`src/rtl/mem_stream_reader_if.sv`:
```
`default_nettype none
// ============================================================================
// Module      : mem_stream_reader_if
// Description : Valid/ready word stream carrying data read out of memory.
// Revision    : 1.0 - initial release
// ============================================================================
interface mem_stream_reader_if #(
  parameter int WIDTH = 32
) ();
  logic [WIDTH-1:0] dout;
  logic             dout_valid;
  logic             dout_ready;

  modport master (
    output dout,
    output dout_valid,
    input  dout_ready
  );

  modport slave (
    input  dout,
    input  dout_valid,
    output dout_ready
  );
endinterface
`default_nettype wire

```
`src/rtl/mem_stream_reader.sv`:
```
`default_nettype none
// ============================================================================
// Module      : mem_stream_reader
// Description : Walks a wrap-around address range of a synchronous-read
//               memory and streams the words out on a valid/ready port.
// Revision    : 1.0 - initial release
// ============================================================================
module mem_stream_reader #(
  parameter int WIDTH = 32,
  parameter int DEPTH = 256,
  parameter int AW    = $clog2(DEPTH)
) (
  input  logic                clk,
  input  logic                rst,
  input  logic                start,
  input  logic [AW-1:0]       base_addr,
  input  logic [AW:0]         length,
  input  logic                abort,
  output logic [AW-1:0]       mem_address,
  input  logic [WIDTH-1:0]    mem_data,
  mem_stream_reader_if.master dout_if,
  output logic                busy,
  output logic                done,
  output logic [AW:0]         words_sent
);

  localparam logic [2:0] c_idle    = 3'd0;
  localparam logic [2:0] c_issue   = 3'd1;
  localparam logic [2:0] c_capture = 3'd2;
  localparam logic [2:0] c_present = 3'd3;
  localparam logic [2:0] c_finish  = 3'd4;

  localparam logic [AW:0] c_cnt_one = {{AW{1'b0}}, 1'b1};

  logic [2:0]       r_state;
  logic [AW-1:0]    r_base;
  logic [AW:0]      r_length;

  logic [2:0]       w_state_nxt;
  logic [AW-1:0]    w_base_nxt;
  logic [AW:0]      w_length_nxt;
  logic [AW-1:0]    w_addr_nxt;
  logic [WIDTH-1:0] w_dout_nxt;
  logic [AW:0]      w_cnt_nxt;
  logic [AW:0]      w_cnt_inc;
  logic             w_last;
  logic             w_valid_nxt;
  logic             w_busy_nxt;
  logic             w_done_nxt;

  assign w_cnt_inc = words_sent + c_cnt_one;
  assign w_last    = (w_cnt_inc == r_length);

  // Every output is a flop loaded from its precomputed next value.
  always_ff @(posedge clk or negedge rst) begin
    if (!rst) begin
      r_state            <= c_idle;
      r_base             <= '0;
      r_length           <= '0;
      mem_address        <= '0;
      dout_if.dout       <= '0;
      dout_if.dout_valid <= 1'b0;
      busy               <= 1'b0;
      done               <= 1'b0;
      words_sent         <= '0;
    end else begin
      r_state            <= w_state_nxt;
      r_base             <= w_base_nxt;
      r_length           <= w_length_nxt;
      mem_address        <= w_addr_nxt;
      dout_if.dout       <= w_dout_nxt;
      dout_if.dout_valid <= w_valid_nxt;
      busy               <= w_busy_nxt;
      done               <= w_done_nxt;
      words_sent         <= w_cnt_nxt;
    end
  end

  always_comb begin
    w_state_nxt = r_state;
    case (r_state)
      c_idle: begin
        if (start) begin
          w_state_nxt = (length == '0) ? c_finish : c_issue;
        end
      end
      c_issue:   w_state_nxt = abort ? c_idle : c_capture;
      c_capture: w_state_nxt = abort ? c_idle : c_present;
      c_present: begin
        if (abort) begin
          w_state_nxt = c_idle;
        end else if (dout_if.dout_ready) begin
          w_state_nxt = w_last ? c_finish : c_issue;
        end
      end
      c_finish:  w_state_nxt = c_idle;
      default:   w_state_nxt = c_idle;
    endcase
  end

  always_comb begin
    w_base_nxt   = r_base;
    w_length_nxt = r_length;
    w_addr_nxt   = mem_address;
    w_dout_nxt   = dout_if.dout;
    w_cnt_nxt    = words_sent;
    case (r_state)
      c_idle: begin
        if (start) begin
          w_base_nxt   = base_addr;
          w_length_nxt = length;
          w_cnt_nxt    = '0;
          if (length != '0) begin
            w_addr_nxt = base_addr;
          end
        end
      end
      c_capture: w_dout_nxt = mem_data;
      c_present: begin
        // The next address is loaded on the handshake so ISSUE sees it valid.
        if (!abort && dout_if.dout_ready) begin
          w_cnt_nxt = w_cnt_inc;
          if (!w_last) begin
            w_addr_nxt = r_base + w_cnt_inc[AW-1:0];
          end
        end
      end
      default: ;
    endcase
    w_valid_nxt = (w_state_nxt == c_present);
    w_busy_nxt  = (w_state_nxt == c_issue) || (w_state_nxt == c_capture) ||
                  (w_state_nxt == c_present);
    w_done_nxt  = (w_state_nxt == c_finish);
  end

endmodule
`default_nettype wire

```
`src/flat_wrapper.sv`:
```
// flat-port wrapper written by rule: the top's interface ports become plain ports
module mem_stream_reader_flat 
#(
  parameter int WIDTH = 32,
  parameter int DEPTH = 256,
  parameter int AW    = $clog2(DEPTH)
)
  (clk, rst, start, base_addr, length, abort, mem_address, mem_data, busy, done, words_sent, dout_if_dout, dout_if_dout_valid, dout_if_dout_ready);
  mem_stream_reader_if #(.WIDTH(WIDTH)) dout_if_i ();
  input  logic clk;
  input  logic rst;
  input  logic start;
  input  logic [AW-1:0] base_addr;
  input  logic [AW:0] length;
  input  logic abort;
  output logic [AW-1:0] mem_address;
  input  logic [WIDTH-1:0] mem_data;
  output logic busy;
  output logic done;
  output logic [AW:0] words_sent;
  output wire logic [$bits(dout_if_i.dout)-1:0] dout_if_dout;
  output wire logic [$bits(dout_if_i.dout_valid)-1:0] dout_if_dout_valid;
  input wire logic [$bits(dout_if_i.dout_ready)-1:0] dout_if_dout_ready;
  assign dout_if_dout = dout_if_i.dout;
  assign dout_if_dout_valid = dout_if_i.dout_valid;
  assign dout_if_i.dout_ready = dout_if_dout_ready;
  mem_stream_reader #(.WIDTH(WIDTH), .DEPTH(DEPTH), .AW(AW)) u_core (.clk(clk), .rst(rst), .start(start), .base_addr(base_addr), .length(length), .abort(abort), .mem_address(mem_address), .mem_data(mem_data), .dout_if(dout_if_i), .busy(busy), .done(done), .words_sent(words_sent));
endmodule
```
`config.mk`:
```
export PLATFORM = sky130hd
export DESIGN_NAME = mem_stream_reader_flat
export DESIGN_NICKNAME = d
export VERILOG_FILES = /design/src/rtl/mem_stream_reader_if.sv /design/src/rtl/mem_stream_reader.sv /design/src/flat_wrapper.sv
export SDC_FILE = /design/constraint.sdc
export NUM_CORES = 1
export LEC_CHECK = 0
export CAP_MARGIN = 20
export CORE_MARGIN = 2
export CORE_UTILIZATION = 45
export DETAILED_ROUTE_END_ITERATION = 7
export GPL_TIMING_DRIVEN = 0
export PLACE_DENSITY = 0.77
export SYNTH_ARGS = -nofsm -noshare
export SYNTH_HDL_FRONTEND = slang
export SYNTH_SLANG_ARGS = --single-unit
```
`constraint.sdc`:
```
create_clock -name clk -period 6.99 [get_ports clk]
set_input_delay 2.097 -clock clk [delete_from_list [all_inputs] [get_ports clk]]
set_output_delay 2.097 -clock clk [all_outputs]
set_load 0.02 [all_outputs]
```
# == After elaboration in Yosys (flattened, before gate mapping) ==
# Cells that the tools add are included.
# totals
regBits,72
output_inout_bits,52
elab_cells,50
# op_classes
addsub,2
eq_ne,12
n_mux,16
reduce_logical,11
# op_table
cell,n
8-bit two-way mux,4
9-bit two-way mux,2
9-bit one-hot mux with 2 select lines,1
8-bit one-hot mux with 2 select lines,1
3-bit two-way mux,5
"3-bit by 2-bit == test with 1-bit output, second input constant",4
3-bit one-hot mux with 4 select lines,1
"9-bit by 1-bit adder with 9-bit output, second input constant",1
9-bit == test,1
9-bit logical NOT,1
9-bit nonzero test,1
8-bit adder,1
"3-bit by 1-bit == test with 1-bit output, second input constant",2
5-bit AND reduction,1
2-bit two-way mux,2
"2-bit by 1-bit inequality test with 1-bit output, second input constant",2
"2-bit inequality test, second input constant",2
"3-bit == test, second input constant",1
3-bit logical NOT,1
3-bit AND reduction,1
1-bit logical OR,2
2-bit AND reduction,1
2-bit nonzero test,1
1-bit logical AND,1
1-bit logical NOT,1

# == Logic depth before layout (Yosys ltp) ==
# Gate-level depths: netlist of run 1.
# depth
depth_word,9
ltp_mapped,12

# == Worst setup path after synthesis of run 1 ==
# No wires, ideal clock.
# synth_path
path_kind,input-to-reg
startpoint,input start
endpoint,register u_core.mem_address[0]
arrival_time_ns,3.544
setup_slack_ns,3.320
stages,6
n_path_buf,1
cell_sequence,nor4b_2 > a21oi_1 > a21oi_1 > o31a_1 > buf_6 > mux2_4
# synth_via
elab_chain_cells,2
# synth_lines
item,line,source
"start, declared",flat_wrapper.sv:12,input logic start;
2-bit inequality test (no source line),n/a,
5-bit AND reduction (no source line),n/a,
"end signal, assigned",mem_stream_reader.sv:70,mem_address <= w_addr_nxt;
"end, declared",mem_stream_reader.sv:19,"output logic [AW-1:0] mem_address,"
# No other way between the ends.
# A chain may end at the register's enable or synchronous reset.

# == Worst setup path after layout of run 1 ==
# Ends and elaborated chain as after synthesis.

==> metrics.txt, run 1 <==
largest net degree at the start of global routing=71; synthesized instance count=328; CTS tree=yes; GR peak layer=met2; Vias=2,829; Port Buffers=105; Main synth FF type=dfrtp_1; critical path fanouts, max=10; Rel. slew slack=28.9%; Setup Skew=0.0108 ns; origin of the critical flop-to-flop path=u_core.words_sent[0]$_DFFE_PN0P_; mux cell area share after synthesis=14.1%; Leakage=2.23 nW; crit path launch type=input pin; antenna violations before repair=0; total I/O pin count=106; Syn Std Cell Area=3560 um2; detailed placer's ending HPWL=6.46 mm; post-layout min period=4.34 ns; routing usage on met3=3.34%; antenna-violating nets left=0; Simple-Gate Fraction of Synth Area=15.5%; Starting Density=46.3%; Hold Path Class=flip-flop to flip-flop; Worst VDD drop=245 uV; drt pass-1 iters=4; asr flop ratio synth=100%; RSZ-0062 raised after global routing=false; Rows=32; Post-Synth XOR/XNOR Area=5.83%; Max Freq=230 MHz; Post-synth EDFFs=0; ant diodes=0; adder-cell share of the synthesized area=3.37%; post-layout util=65.1%; depth of the most critical reg-to-reg path=11; final worst path period share=62.1%; H-tree levels=3; first-pass GRT wire length=14.4 mm; Setup TNS=0 ns; number of synthesized register bits=72; Yosys cell types=44; hold_buf cts=0; area delta synth->final=40.6%; mean post-synth cell area=10.9 um2; post-synthesis net count=391; cts bufs inserted=9; NumNets Final=508; DIE HEIGHT=93.0 um; met2 Use GR=34.1%; drt wl/cell=15.7 um; Crit. End Element=flip-flop; HP Start=u_core.r_base[6]$_DFFE_PN0P_; CP Data Arrival Time=4.57 ns; Reg-to-Reg End=u_core.mem_address[7]$_DFFE_PN0P_; WL final=8.65 mm; r2r setup slk=4.05 ns; post-DR vias/cell=5.13; Total Power=1.98 mW; post-synthesis sequential area ratio=50.6%; die area=8640 um2; Post-CTS Setup Inserts=0; main combinational cell family by area after synthesis=simple AND/OR/NAND/NOR gates; Worst-Margin Slew=1.06 ns; detailed router's first-iteration violation count=185; critical path type=input pin to flip-flop; die width=93.0 um; DRC=0; number of max-slew violations in the final report=0; Power Dens Cells=395 nW/um2; Final Wtd Congestion=0.913; leading cell type in the layout, fill and taps excluded=clkdlybuf4s50_1; Hold Vio Cnt, Final=0; Max Root-Sink Buffers=2; hold depth=2; vias in the first global route=2,955; most frequent cells in the layout=104 x clkdlybuf4s50_1, 72 x dfrtp_1, 71 x nand2_1; hold path endpoint=u_core.r_base[6]$_DFFE_PN0P_; Clock Latency Late Sink=0.34 ns; Max-Cap Viols=0; Req. time, crit path=7.21 ns; core area=7690 um2; share of cells above drive strength 1=15.8%; Ys Warns=0; clock root buffer=clkbuf_8; share of the synthesized area in compound gates (AO/OA/AOI/OAI)=7.98%; Clock Sinks=72; status=completed; Final Setup Violations=0; grt total ovfl=0; cts repair resizes=0; GRT Total Usage=21.2%; clk slew on worst S/H paths=0.07 ns; fillcell total=647; met1 Use GR=28.4%
## where the power goes
group          total [mW]  switching [mW]  internal, mW
sequential          0.692           0.104         0.588
combinational       0.888           0.421         0.467
clock               0.399           0.160         0.239
total                1.98           0.685          1.29
## logic make-up (layout without fill, tap and decap cells)
logic type	Yosys count	in the layout
XOR/XNOR	19	19
AND/OR/NAND/NOR	122	122
buffers and inverters	20	142
multiplexers	42	42
flip-flops	72	72
AO/OA/AOI/OAI	44	44
adder cells (fa/ha/maj)	9	9
## sequential cells by signal (all words and copies together), names as in the netlist
name                       flops
u_core.dout_if.dout           32
u_core.r_length                9
u_core.words_sent              9
u_core.mem_address             8
u_core.r_base                  8
u_core.r_state                 3
u_core.busy                    1
u_core.done                    1
u_core.dout_if.dout_valid      1
## Yosys cell counts (3+ instances only)
| master | number | share of area, % |
|---|---|---|
| xor2_1 | 6 | 1.5 |
| xnor2_1 | 10 | 2.5 |
| nand3_1 | 9 | 1.3 |
| clkbuf_1 | 9 | 0.95 |
| and2_1 | 3 | 0.53 |
| mux2_4 | 8 | 3.4 |
| nor2_1 | 19 | 2.0 |
| nand2b_1 | 4 | 0.70 |
| mux2_2 | 34 | 11 |
| a21o_1 | 3 | 0.63 |
| inv_1 | 5 | 0.53 |
| a21oi_1 | 7 | 0.98 |
| buf_2 | 4 | 0.56 |
| ha_1 | 8 | 2.8 |
| nor3_1 | 4 | 0.56 |
| o21ai_0 | 19 | 2.7 |
| xnor3_1 | 3 | 1.9 |
| dfrtp_1 | 72 | 51 |
| nand2_1 | 71 | 7.5 |
## layout make-up
class,instances,area [um2],area share [%]
Tap cell,102,128,2.55
Clock buffer,10,128,2.55
Inverter,5,18.8,0.375
Buffer,15,72.6,1.45
Multi-Input combinational cell,236,1670,33.3
Sequential cell,72,1800,36.0
Clock inverter,6,115,2.30
Timing Repair Buffer,106,1080,21.5
## per-stage QoR
step	instance area, um2	std cells	hold WS, ns	setup slack [ns]
3_5_place_dp	4760	536	0.474	2.34
2_1_floorplan	3560	328	0.450	3.32
6_report	5010	552	0.490	2.65
4_1_cts	5010	552	0.495	2.69
3_3_place_gp	4740	535	0.467	1.32
5_1_grt	5010	552	0.529	2.47
## worst max-delay path by stage
| stage | start | endpoint | slack (ns) | cells after the start |
|---|---|---|---|---|
| 2_1_floorplan | start | u_core.mem_address[0]$_DFFE_PN0P_ | 3.32 | 6 |
| 3_3_place_gp | rst | u_core.mem_address[5]$_DFFE_PN0P_ | 1.32 | 1 |
| 3_5_place_dp | start | u_core.mem_address[5]$_DFFE_PN0P_ | 2.34 | 7 |
| 4_1_cts | start | u_core.mem_address[0]$_DFFE_PN0P_ | 2.69 | 7 |
| 5_1_grt | start | u_core.mem_address[0]$_DFFE_PN0P_ | 2.47 | 7 |
| 6_report | start | u_core.mem_address[0]$_DFFE_PN0P_ | 2.65 | 7 |
## worst max-delay path: stages
cell	delay (ns)
clkdlybuf4s50_1	0.48
nor4b_2	0.85
a21oi_1	0.29
a21oi_1	0.20
o31a_1	0.16
buf_6	0.16
mux2_4	0.32
## routing by layer
metal,share of wire (%),wire length [um],up-vias
met3,4.7,407,17
met4,2.3,201,0
met2,50,4280,94
met5,0,0,-
met1,43,3750,1348
li1,-,-,1370
Note: power is estimated with default switching activity, not from simulation.
==> run 2, diff against run 1 <==
- clock period: 6.99 -> 4.54 ns (I/O delays scaled with it)
==> results of run 2 <==
The final DEF is identical to that of run 1. Status: completed.
Among the figures that moved: setup slack after placement 2.34 ns -> 0.626 ns; setup slack after layout 2.65 ns -> 0.933 ns; register-to-register setup slack 4.05 ns -> 1.60 ns; total power 1.98 mW -> 3.05 mW; worst IR drop on VDD 245 uV -> 377 uV
